[src/rtl/issue_stage_m1_pkg.sv]
// Shared types and widths for the operand-collect issue stage.
package m1_pkg;
    localparam int XLEN = 16;
    localparam int RA_W = 4;

    typedef enum logic [1:0] {IDLE, WAIT, READY} issue_state_t;

    typedef struct packed {
        logic [XLEN-1:0] data;
        logic            pending;
        logic [RA_W-1:0] addr;
    } operand_slot_t;
endpackage

[src/rtl/issue_stage_m1_if.sv]
// Decode-side input, writeback snoop and execute-side output bundle of the issue stage.
interface issue_stage_m1_if #(
    parameter int XLEN = m1_pkg::XLEN,
    parameter int RA_W = m1_pkg::RA_W
);
    logic            in_valid;
    logic            in_ready;
    logic [3:0]      in_opcode;
    logic [3:0]      in_func4;
    logic [RA_W-1:0] in_rd_addr;
    logic [RA_W-1:0] in_rs1_addr;
    logic [RA_W-1:0] in_rs2_addr;
    logic [XLEN-1:0] in_rs1_data;
    logic [XLEN-1:0] in_rs2_data;
    logic            in_rs1_busy;
    logic            in_rs2_busy;
    logic            wb_en;
    logic [RA_W-1:0] wb_addr;
    logic [XLEN-1:0] wb_data;
    logic            out_valid;
    logic            out_ready;
    logic [3:0]      out_opcode;
    logic [3:0]      out_func4;
    logic [RA_W-1:0] out_rd_addr;
    logic [XLEN-1:0] out_rs1_data;
    logic [XLEN-1:0] out_rs2_data;

    modport slave (
        input  in_valid, in_opcode, in_func4, in_rd_addr, in_rs1_addr, in_rs2_addr,
               in_rs1_data, in_rs2_data, in_rs1_busy, in_rs2_busy,
               wb_en, wb_addr, wb_data, out_ready,
        output in_ready, out_valid, out_opcode, out_func4, out_rd_addr,
               out_rs1_data, out_rs2_data
    );

    modport master (
        output in_valid, in_opcode, in_func4, in_rd_addr, in_rs1_addr, in_rs2_addr,
               in_rs1_data, in_rs2_data, in_rs1_busy, in_rs2_busy,
               wb_en, wb_addr, wb_data, out_ready,
        input  in_ready, out_valid, out_opcode, out_func4, out_rd_addr,
               out_rs1_data, out_rs2_data
    );
endinterface

[src/rtl/issue_stage_m1_operand_slot.sv]
// One source operand: capture on accept, pending flag, and writeback snoop while pending.
module operand_slot_m1
    import m1_pkg::*;
(
    input  logic            clk,
    input  logic            rst,
    input  logic            clk_en_i,
    input  logic            flush_i,
    input  logic            load_i,
    input  logic            busy_i,
    input  logic [RA_W-1:0] addr_i,
    input  logic [XLEN-1:0] data_i,
    input  logic            wb_en_i,
    input  logic [RA_W-1:0] wb_addr_i,
    input  logic [XLEN-1:0] wb_data_i,
    output logic [XLEN-1:0] data_o,
    output logic            pending_o,
    output logic            pending_d_o
);
    operand_slot_t slot_q, slot_d;
    logic          hit_in, hit_held;

    always_comb begin
        slot_d   = slot_q;
        // Register 0 is hardwired: it is never pending and never forwarded.
        hit_in   = wb_en_i && (wb_addr_i == addr_i) && (addr_i != '0);
        hit_held = wb_en_i && slot_q.pending && (wb_addr_i == slot_q.addr) && (slot_q.addr != '0);
        if (clk_en_i) begin
            if (flush_i) begin
                slot_d.pending = 1'b0;
            end else if (load_i) begin
                slot_d.addr    = addr_i;
                slot_d.pending = busy_i && !hit_in && (addr_i != '0);
                slot_d.data    = hit_in ? wb_data_i : data_i;
            end else if (hit_held) begin
                slot_d.data    = wb_data_i;
                slot_d.pending = 1'b0;
            end
        end
    end

    always_ff @(posedge clk or posedge rst) begin
        if (rst) slot_q <= '0;
        else     slot_q <= slot_d;
    end

    assign data_o      = slot_q.data;
    assign pending_o   = slot_q.pending;
    assign pending_d_o = slot_d.pending;
endmodule

[src/rtl/issue_stage_m1.sv]
// One-entry operand-collect issue buffer: holds a decoded instruction until both
// source operands are resolved, then offers it to execute.
module issue_stage_m1 #(
    parameter int XLEN = m1_pkg::XLEN,
    parameter int RA_W = m1_pkg::RA_W
) (
    input  logic             clk,
    input  logic             rst,
    input  logic             clk_en,
    input  logic             flush,
    issue_stage_m1_if.slave  bus
);
    import m1_pkg::*;

    issue_state_t    state_q, state_d;
    logic [3:0]      opcode_q, opcode_d;
    logic [3:0]      func4_q, func4_d;
    logic [RA_W-1:0] rd_q, rd_d;
    logic            in_ready, out_valid;
    logic            accept, issue, load;
    logic [XLEN-1:0] rs1_data, rs2_data;
    logic            rs1_pend, rs2_pend, rs1_pend_d, rs2_pend_d;

    assign accept = clk_en && bus.in_valid && in_ready;
    assign issue  = clk_en && out_valid && bus.out_ready;
    assign load   = accept && !flush;

    operand_slot_m1 u_rs1 (
        .clk(clk), .rst(rst), .clk_en_i(clk_en), .flush_i(flush), .load_i(load),
        .busy_i(bus.in_rs1_busy), .addr_i(bus.in_rs1_addr), .data_i(bus.in_rs1_data),
        .wb_en_i(bus.wb_en), .wb_addr_i(bus.wb_addr), .wb_data_i(bus.wb_data),
        .data_o(rs1_data), .pending_o(rs1_pend), .pending_d_o(rs1_pend_d)
    );

    operand_slot_m1 u_rs2 (
        .clk(clk), .rst(rst), .clk_en_i(clk_en), .flush_i(flush), .load_i(load),
        .busy_i(bus.in_rs2_busy), .addr_i(bus.in_rs2_addr), .data_i(bus.in_rs2_data),
        .wb_en_i(bus.wb_en), .wb_addr_i(bus.wb_addr), .wb_data_i(bus.wb_data),
        .data_o(rs2_data), .pending_o(rs2_pend), .pending_d_o(rs2_pend_d)
    );

    always_comb begin
        state_d   = state_q;
        in_ready  = 1'b0;
        out_valid = 1'b0;
        case (state_q)
            IDLE:    in_ready = 1'b1;
            READY: begin
                in_ready  = bus.out_ready;
                out_valid = 1'b1;
            end
            default: in_ready = 1'b0;
        endcase
        if (clk_en) begin
            if (flush) begin
                state_d = IDLE;
            end else if (accept) begin
                state_d = (rs1_pend_d || rs2_pend_d) ? WAIT : READY;
            end else if (issue) begin
                state_d = IDLE;
            end else if (state_q == WAIT && !rs1_pend_d && !rs2_pend_d) begin
                state_d = READY;
            end
        end
    end

    always_comb begin
        opcode_d = opcode_q;
        func4_d  = func4_q;
        rd_d     = rd_q;
        if (load) begin
            opcode_d = bus.in_opcode;
            func4_d  = bus.in_func4;
            rd_d     = bus.in_rd_addr;
        end
    end

    always_ff @(posedge clk or posedge rst) begin
        if (rst) begin
            state_q  <= IDLE;
            opcode_q <= '0;
            func4_q  <= '0;
            rd_q     <= '0;
        end else begin
            state_q  <= state_d;
            opcode_q <= opcode_d;
            func4_q  <= func4_d;
            rd_q     <= rd_d;
        end
    end

    assign bus.in_ready     = in_ready;
    assign bus.out_valid    = out_valid;
    assign bus.out_opcode   = opcode_q;
    assign bus.out_func4    = func4_q;
    assign bus.out_rd_addr  = rd_q;
    assign bus.out_rs1_data = rs1_data;
    assign bus.out_rs2_data = rs2_data;
endmodule

[src/flat_wrapper.sv]
// flat-port wrapper written by rule: the top's interface ports become plain ports
module issue_stage_m1_flat import m1_pkg::*;
#(
    parameter int XLEN = m1_pkg::XLEN,
    parameter int RA_W = m1_pkg::RA_W
)
  (clk, rst, clk_en, flush, bus_in_valid, bus_in_opcode, bus_in_func4, bus_in_rd_addr, bus_in_rs1_addr, bus_in_rs2_addr, bus_in_rs1_data, bus_in_rs2_data, bus_in_rs1_busy, bus_in_rs2_busy, bus_wb_en, bus_wb_addr, bus_wb_data, bus_out_ready, bus_in_ready, bus_out_valid, bus_out_opcode, bus_out_func4, bus_out_rd_addr, bus_out_rs1_data, bus_out_rs2_data);
  issue_stage_m1_if #(.XLEN(XLEN), .RA_W(RA_W)) bus_i ();
  input  logic clk;
  input  logic rst;
  input  logic clk_en;
  input  logic flush;
  input wire logic [$bits(bus_i.in_valid)-1:0] bus_in_valid;
  input wire logic [$bits(bus_i.in_opcode)-1:0] bus_in_opcode;
  input wire logic [$bits(bus_i.in_func4)-1:0] bus_in_func4;
  input wire logic [$bits(bus_i.in_rd_addr)-1:0] bus_in_rd_addr;
  input wire logic [$bits(bus_i.in_rs1_addr)-1:0] bus_in_rs1_addr;
  input wire logic [$bits(bus_i.in_rs2_addr)-1:0] bus_in_rs2_addr;
  input wire logic [$bits(bus_i.in_rs1_data)-1:0] bus_in_rs1_data;
  input wire logic [$bits(bus_i.in_rs2_data)-1:0] bus_in_rs2_data;
  input wire logic [$bits(bus_i.in_rs1_busy)-1:0] bus_in_rs1_busy;
  input wire logic [$bits(bus_i.in_rs2_busy)-1:0] bus_in_rs2_busy;
  input wire logic [$bits(bus_i.wb_en)-1:0] bus_wb_en;
  input wire logic [$bits(bus_i.wb_addr)-1:0] bus_wb_addr;
  input wire logic [$bits(bus_i.wb_data)-1:0] bus_wb_data;
  input wire logic [$bits(bus_i.out_ready)-1:0] bus_out_ready;
  output wire logic [$bits(bus_i.in_ready)-1:0] bus_in_ready;
  output wire logic [$bits(bus_i.out_valid)-1:0] bus_out_valid;
  output wire logic [$bits(bus_i.out_opcode)-1:0] bus_out_opcode;
  output wire logic [$bits(bus_i.out_func4)-1:0] bus_out_func4;
  output wire logic [$bits(bus_i.out_rd_addr)-1:0] bus_out_rd_addr;
  output wire logic [$bits(bus_i.out_rs1_data)-1:0] bus_out_rs1_data;
  output wire logic [$bits(bus_i.out_rs2_data)-1:0] bus_out_rs2_data;
  assign bus_i.in_valid = bus_in_valid;
  assign bus_i.in_opcode = bus_in_opcode;
  assign bus_i.in_func4 = bus_in_func4;
  assign bus_i.in_rd_addr = bus_in_rd_addr;
  assign bus_i.in_rs1_addr = bus_in_rs1_addr;
  assign bus_i.in_rs2_addr = bus_in_rs2_addr;
  assign bus_i.in_rs1_data = bus_in_rs1_data;
  assign bus_i.in_rs2_data = bus_in_rs2_data;
  assign bus_i.in_rs1_busy = bus_in_rs1_busy;
  assign bus_i.in_rs2_busy = bus_in_rs2_busy;
  assign bus_i.wb_en = bus_wb_en;
  assign bus_i.wb_addr = bus_wb_addr;
  assign bus_i.wb_data = bus_wb_data;
  assign bus_i.out_ready = bus_out_ready;
  assign bus_in_ready = bus_i.in_ready;
  assign bus_out_valid = bus_i.out_valid;
  assign bus_out_opcode = bus_i.out_opcode;
  assign bus_out_func4 = bus_i.out_func4;
  assign bus_out_rd_addr = bus_i.out_rd_addr;
  assign bus_out_rs1_data = bus_i.out_rs1_data;
  assign bus_out_rs2_data = bus_i.out_rs2_data;
  issue_stage_m1 #(.XLEN(XLEN), .RA_W(RA_W)) u_core (.clk(clk), .rst(rst), .clk_en(clk_en), .flush(flush), .bus(bus_i));
endmodule
[config.mk]
export PLATFORM = sky130hd
export DESIGN_NAME = issue_stage_m1_flat
export DESIGN_NICKNAME = d
export VERILOG_FILES = /design/src/rtl/issue_stage_m1_pkg.sv /design/src/rtl/issue_stage_m1_if.sv /design/src/rtl/issue_stage_m1_operand_slot.sv /design/src/rtl/issue_stage_m1.sv /design/src/flat_wrapper.sv
export SDC_FILE = /design/constraint.sdc
export NUM_CORES = 1
export LEC_CHECK = 0
export BUFFER_PORTS_ARGS = -buffer_cell sky130_fd_sc_hd__buf_2
export CORE_MARGIN = 3
export CORE_UTILIZATION = 44
export CTS_BUF_LIST = sky130_fd_sc_hd__clkbuf_16
export DETAILED_ROUTE_END_ITERATION = 8
export PLACE_DENSITY = 0.8
export SYNTH_ARGS = -nofsm -noshare
export SYNTH_HDL_FRONTEND = slang
export SYNTH_SLANG_ARGS = --single-unit
export TNS_END_PERCENT = 30
[constraint.sdc]
create_clock -name clk -period 2.3 [get_ports clk]
set_clock_uncertainty 0.2 [all_clocks]
set_input_delay 0.46 -clock clk [delete_from_list [all_inputs] [get_ports clk]]
set_output_delay 0.46 -clock clk [all_outputs]
set_load 0.005 [all_outputs]
==> metrics.md, run 1 <==
| Metric | Value |
|---|---|
| Status | `complete, no violations` |
| Area leader, netlist | `dfrtp_1` |
| Syn-to-layout area delta | `28.2%` |
| Register-to-Register Path Depth | `5` |
| Initial Util | `46.1%` |
| CTS tree | `built` |
| HP Class | `in2async` |
| Worst slew margin | `66.9%` |
| Die ar. | `8300 sq um` |
| Slew Viols, Final | `0` |
| Remaining antenna violation count | `0` |
| H-tree depth | `2` |
| I/O pins | `127` |
| Drt first-iter violations | `50` |
| Post-Syn Area | `3190 sq um` |
| FF-to-FF Start | `u_core.state_q[0]` |
| Synth Instances | `253` |
| CP max stage delay | `0.53 ns` |
| Core Area | `6910 sq um` |
| Leak pwr | `1.98 nW` |
| Die Width | `91.1 um` |
| Top-area cell type share of the netlist area | `44.0%` |
| Most common cell on crit path | `mux2_2` |
| Routed WL | `7.03 mm` |
| Worst slew pin tran | `0.495 ns` |
| Critical R2R Capture | `u_core.u_rs1.data_o[9]` |
| Gp weighted congestion | `0.769` |
| Sequential fraction of the synthesis area | `44.0%` |
| Most frequent cell after synthesis | `dfrtp_1` |
| Power density over the cells | `898 nW/um^2` |
| Final setup viols | `0` |
| Worst Setup SP | `bus_in_rs2_addr[0]` |
| Drt first pass iters | `4` |
| VDD IR max | `0.496 mV` |
| Period utilisation layout | `99.1%` |
| PortBufs | `126` |
| Hold Vio Cnt, Final | `0` |
| Clk_lat worst skew | `0.28 ns` |
| # DRC | `0` |
| CP max-delay cell | `o21ai_4` |
| CTS Buf Count | `5` |
| Global-route wire length before repair | `11.4 mm` |
| Layout cells sized above 1 | `65.7%` |
| Synth area leaders | `dfrtp_1 (44%), mux2_2 (19%), buf_4 (7.8%)` |
| Crit Path Class | `in2reg` |
| FP Rows | `30` |
| Vias in the first global route | `2353` |
| Commonest cells in the netlist | `dfrtp_1 (56), mux2_2 (55), buf_4 (33)` |
| Yosys reg bits | `56` |
| Root Buffer | `clkbuf_16` |
| Worst EP required | `2.27 ns` |
| Antenna violations before repair | `0` |
| Final net count | `450` |
| Library cells used by synthesis | `39` |
| Worst path cell trace | `buf_2 -> xnor2_1 -> nand4_1 -> o21ai_4 -> mux2_2 -> mux2_2` |
| Tmin final | `2.28 ns` |
| Syn avg cell area | `12.6 sq um` |
| CP arrival | `2.25 ns` |
| Die Y | `91.1 um` |
| Max-cap viol count | `0` |
| Net count after synthesis | `334` |
| Fmax | `0.439 GHz` |
| Worst reg-to-reg setup slack | `0.12 ns` |
| Final Hold Slack | `0.0172 ns` |
| Sink Count | `56` |
| RSZ-0062 raised after global routing | `yes` |
| Crit-path max FO | `9` |
| GRT Total Usage | `16.6%` |
| Vias | `2301` |
| Antenna diodes | `0` |
| Synth warn | `0` |
| Async SR Flop Fraction | `100%` |
| PnR Total Power | `3.67 mW` |
| Drt wl/cell | `15.1 um` |
| Startpoint type of the worst setup path | `primary input` |
| Worst setup path endpoint | `u_core.u_rs2.data_o[5]` |
| Grt total ovfl | `0` |
| Post-synth EDFFs | `0` |
| Clk slew on worst S/H paths | `0.07 ns` |
| Largest net degree at the start of global routing | `57` |
| Synth Flop Type | `dfrtp_1` |
| Max Root-Sink Buffers | `2` |
| Final HPWL DP | `5.36 mm` |
| Via-to-Cell Ratio | `4.94` |
| Crit. End Element | `flop` |
[sequential cells by signal, indices dropped and copies added (netlist names)]
name                    cells
u_core.u_rs2.slot_q         4
u_core.u_rs1.pending_o      1
u_core.u_rs2.data_o        16
u_core.u_rs1.slot_q         4
u_core.bus.out_func4        4
u_core.u_rs1.data_o        16
u_core.bus.out_rd_addr      4
u_core.bus.out_opcode       4
u_core.u_rs2.pending_o      1
u_core.state_q              2
[power by group]
group / switching [mW] / internal (mW) / total, mW
sequential: 0.235 / 1.40 / 1.63
combinational: 0.481 / 0.832 / 1.31
clock: 0.323 / 0.396 / 0.720
total: 1.04 / 2.63 / 3.67
[cell type report]
class / count / area, sq um
Clock inverter: 3 / 15.0
Clock buffer: 5 / 125
Multi-Input combinational cell: 154 / 1560
Tap cell: 96 / 120
Sequential cell: 56 / 1400
Inverter: 5 / 18.8
Timing Repair Buffer: 147 / 842
Fill cell: 613 / 2820
[how the worst min path moves through the flow]
stage	from	to	slack, ns	depth (start not counted)
4_1_cts	rst	u_core.bus.out_rd_addr[0]	0.03	3
6_report	rst	u_core.state_q[0]	0.02	3
2_1_floorplan	u_core.u_rs1.data_o[9]	u_core.u_rs1.data_o[9]	0.28	1
3_3_place_gp	u_core.bus.out_rd_addr[0]	u_core.bus.out_rd_addr[0]	0.29	1
5_1_grt	rst	u_core.bus.out_rd_addr[0]	0.04	3
3_5_place_dp	u_core.u_rs1.data_o[7]	u_core.u_rs1.data_o[7]	0.29	1
[per-stage QoR]
stage | setup WS, ns | TNS (ns) | utilization, % | cell area [sq um] | std cells
3_5_place_dp | -0.261 | -4.64 | 56.8 | 3920 | 457
4_1_cts | 0.00310 | 0 | 58.8 | 4060 | 465
6_report | 0.0197 | 0 | 59.1 | 4080 | 466
2_1_floorplan | -0.135 | -1.46 | - | 3260 | 253
3_3_place_gp | -0.193 | -4.20 | 56.8 | 3920 | 457
5_1_grt | -0.0485 | -0.0773 | 59.1 | 4080 | 466
[metal layers]
layer  share of wire, %  up-vias  wire length (um)  track usage (%)
met5                  0        -                 0                0
met4               0.54        0                38             2.64
met3                5.1        4               357             3.56
met2                 50       75              3490             28.6
met1                 45     1128              3140             21.8
li1                   -     1094                 -                -
[placed cells by master (no fill, tap or decap), types with 3 or more instances in the layout]
| cell | Yosys | layout |
|---|---|---|
| buf_2 | 2 | 126 |
| dfrtp_1 | 56 | 56 |
| mux2_2 | 55 | 47 |
| mux2_4 | 16 | 32 |
| buf_4 | 33 | 16 |
| xnor2_1 | 10 | 10 |
| nor2_1 | 7 | 7 |
| a21oi_1 | 8 | 6 |
| nand2_1 | 5 | 5 |
| inv_1 | 5 | 5 |
| clkbuf_16 | 0 | 5 |
| nor3_1 | 4 | 4 |
| o21a_1 | 4 | 4 |
| buf_12 | 0 | 4 |
| a21oi_2 | 1 | 3 |
| nor2b_1 | 3 | 3 |
| mux2_1 | 11 | 3 |
[worst max-delay path, delay by kind of cell]
family,cells,cell delay (ns)
xor gates and xnor gates,1,0.14
AOI/OAI and AO/OA,1,0.53
muxes,2,0.67
buffers and inverters,1,0.12
and+or+nand+nor,1,0.31
[cells by family after synthesis]
logic type,Yosys count,share of synthesized area [%]
AND/OR/NAND/NOR,34,6.48
AO/OA/AOI/OAI,23,5.11
multiplexers,84,31.5
XOR/XNOR,12,3.30
buffers and inverters,44,9.62
flip-flops,56,44.0
[timing repair]
action / CTS / global route
setup endpoints to repair: 0 / 22
setup buffers: 0 / 0
endpoints found under the hold margin: 0 / 0
hold buffers: 0 / 0
gates resized for setup: 0 / 3
Power figures use the tool's default switching activity.
==> run 2: changes to the inputs <==
CORE_UTILIZATION = 53   (was 44)
PLACE_DENSITY = 0.9   (was 0.8)
clock period = 2.7 ns   (was 2.3 ns; I/O delays follow)
==> run 2 against run 1 <==
Global-route usage up 4.0 points. Die area fell by 16%. Setup slack better by 0.30 ns. Total power shrank 13%. Register-to-register slack gained 0.36 ns. Largest power group unchanged. Sequential share of layout area grew 1.8 points. Critical path type unchanged. Cell count is 7.9% lower. Worst hold slack better by 0.26 ns.
==> metrics.md, run 2 (synthesis results as in run 1) <==
| Metric | Value |
|---|---|
| Max-cap viol count | `0 (unchanged)` |
| # DRC | `0 (unchanged)` |
| Crit Path Class | `in2reg` |
| Final HPWL DP | `5.50 mm (+2.7%)` |
| Status | `complete, no violations` |
| Worst slew pin tran | `0.739 ns (+0.244 ns)` |
| Placed Instances | `420 (-8.1%)` |
| Final setup viols | `0 (unchanged)` |
| Crit-path max FO | `18 (+9)` |
| PnR Total Power | `3.19 mW (-13%)` |
| HP Class | `in2reg` |
| Commonest non-fill, non-tap cell in the layout | `buf_2` |
| Syn-to-layout area delta | `22.0%` |
| Gp weighted congestion | `0.955 (+24%)` |
| I/O pins | `127 (unchanged)` |
| Critical path's top delay family | `multiplexers` |
| Final setup TNS | `0 ns (unchanged)` |
| Antenna diodes | `0 (unchanged)` |
| Drt first pass iters | `4 (unchanged)` |
| Tmin final | `2.38 ns` |
| Clk slew on worst S/H paths | `0.07 ns (about the same)` |
| Drt first-iter violations | `78 (+56%)` |
| VDD IR max | `0.392 mV (-21%)` |
| H-tree depth | `2 (unchanged)` |
| Met1 WL | `3.04 mm (-3.2%)` |
| Hold Vio Cnt, Final | `0 (unchanged)` |
| Worst slew margin | `50.5% (-16 points)` |
| Period utilisation layout | `88.2%` |
| Clk_lat worst skew | `0.29 ns (about the same)` |
| Global-route wire length before repair | `11.9 mm (+4.5%)` |
| Largest net degree at the start of global routing | `29 (-49%)` |
| Drt wl/cell | `16.9 um (+12%)` |
| GRT Total Usage | `20.6% (+4.0 points)` |
| Resize count post-CTS | `0 (unchanged)` |
| Power density over the cells | `821 nW/um^2 (-8.6%)` |
| CP max stage delay | `0.64 ns (+0.11 ns)` |
| PortBufs | `126 (unchanged)` |
| FP Rows | `27 (-10%)` |
| CP arrival | `2.35 ns (+0.10 ns)` |
| Worst reg-to-reg setup slack | `0.48 ns (+0.36 ns)` |
| Initial Util | `56.1% (+10 points)` |
| Grt total ovfl | `0 (unchanged)` |
| Via-to-Cell Ratio | `5.28 (+6.8%)` |
| RSZ-0062 raised after global routing | `no` |
| Sum of buffers and inverters on the critical path | `1 (unchanged)` |
| Remaining antenna violation count | `0 (unchanged)` |
| Setup Fix Bufs, Post-CTS | `0 (unchanged)` |
| Startpoint type of the worst setup path | `primary input` |
| Most common cell on crit path | `mux2_2` |
| Slew Viols, Final | `0 (unchanged)` |
| CTS Buf Count | `5 (unchanged)` |
| CTS tree | `built` |
| Worst EP required | `2.67 ns (+0.40 ns)` |
| Sink Count | `56 (unchanged)` |
| Met3 WL | `383 um (+7.3%)` |
| Die Width | `83.5 um (-8.3%)` |
| Root Buffer | `clkbuf_16` |
| Fmax | `0.420 GHz` |
| CP max-delay cell | `o21ai_4` |
| Vias | `2263 (-1.7%)` |
| Uppermost layer routed | `met4` |
| Max Root-Sink Buffers | `2 (unchanged)` |
| Hold Buf Count CTS | `1 (+1)` |
| Vias in the first global route | `2365 (+0.51%)` |
| Routed WL | `7.26 mm (+3.3%)` |
| Layout cells sized above 1 | `61.9% (-3.8 points)` |
| Leak pwr | `1.88 nW (-5.1%)` |
| Core Area | `5680 sq um (-18%)` |
| Die ar. | `6980 sq um (-16%)` |
| Final core utilization | `68.5% (+9.3 points)` |
| Most frequent cells in the layout | `buf_2 (126), dfrtp_1 (56), mux2_2 (55)` |
| Metal2 WL | `3.78 mm (+8.4%)` |
| Worst path cell trace | `buf_2 -> xnor2_1 -> nand4_1 -> o21ai_4 -> mux2_2 -> mux2_2` |
| Crit. End Element | `flop` |
| Antenna violations before repair | `0 (unchanged)` |
| Die Y | `83.5 um (-8.3%)` |
| Final net count | `437 (-2.9%)` |
| Non-Filler Instances | `429 (-7.9%)` |
-- run 2: cell count changes in the layout (fill, tap and decap cells not counted), moves of 2 or more --
cell | previous run | this run
mux2_4 | 32 | 16
mux2_1 | 3 | 11
buf_4 | 16 | 6
buf_12 | 4 | 2
mux2_2 | 47 | 55
-- run 2: final timing paths --
kind / depth (start not counted) / startpoint / end
max: 6 / bus_wb_addr[1] / u_core.u_rs2.data_o[9]
min: 2 / bus_in_opcode[1] / u_core.bus.out_opcode[1]
max reg2reg: 6 / u_core.state_q[1] / u_core.u_rs2.data_o[15]
min reg2reg: 1 / u_core.bus.out_opcode[1] / u_core.bus.out_opcode[1]
max in group asynchronous: 4 / rst / u_core.u_rs2.data_o[3]
min in group asynchronous: 3 / rst / u_core.u_rs2.slot_q[0]
-- run 2: stage by stage --
| stage | cell area (sq um) | hold WS, ns | worst slack, ns |
|---|---|---|---|
| 2_1_floorplan | 3190 | 0.282 | 0.198 |
| 3_3_place_gp | 3710 | 0.282 | 0.0759 |
| 3_5_place_dp | 3710 | 0.290 | 0.00973 |
| 4_1_cts | 3880 | 0.275 | 0.312 |
| 5_1_grt | 3880 | 0.280 | 0.229 |
| 6_report | 3880 | 0.278 | 0.320 |
-- run 2: metal layers --
| layer | vias to the layer above | GRT usage, % |
|---|---|---|
| met2 | 78 | 37.2 |
| met5 | - | 0 |
| met1 | 1113 | 26.9 |
| met4 | 0 | 4.24 |
| met3 | 5 | 2.17 |
| li1 | 1067 | - |
-- run 2: cell type report --
| type | count | area (sq um) |
|---|---|---|
| Clock inverter | 3 | 42.5 |
| Multi-Input combinational cell | 153 | 1480 |
| Sequential cell | 56 | 1400 |
| Clock buffer | 5 | 125 |
| Inverter | 5 | 18.8 |
| Fill cell | 456 | 1790 |
| Tap cell | 72 | 90.1 |
| Timing Repair Buffer | 135 | 726 |
-- run 2: power by group --
part	internal, mW	switching, mW
registers	1.19	0.216
logic	0.644	0.405
clock network	0.437	0.297
-- run 2: worst register-to-register path, cell delays in order (launching register included) --
cell and delay (ns):
dfrtp_1 0.42, nor2b_4 0.15, nor4_4 0.23, buf_4 0.24, o21ai_4 0.23, mux2_4 0.37
mux2_4 0.27
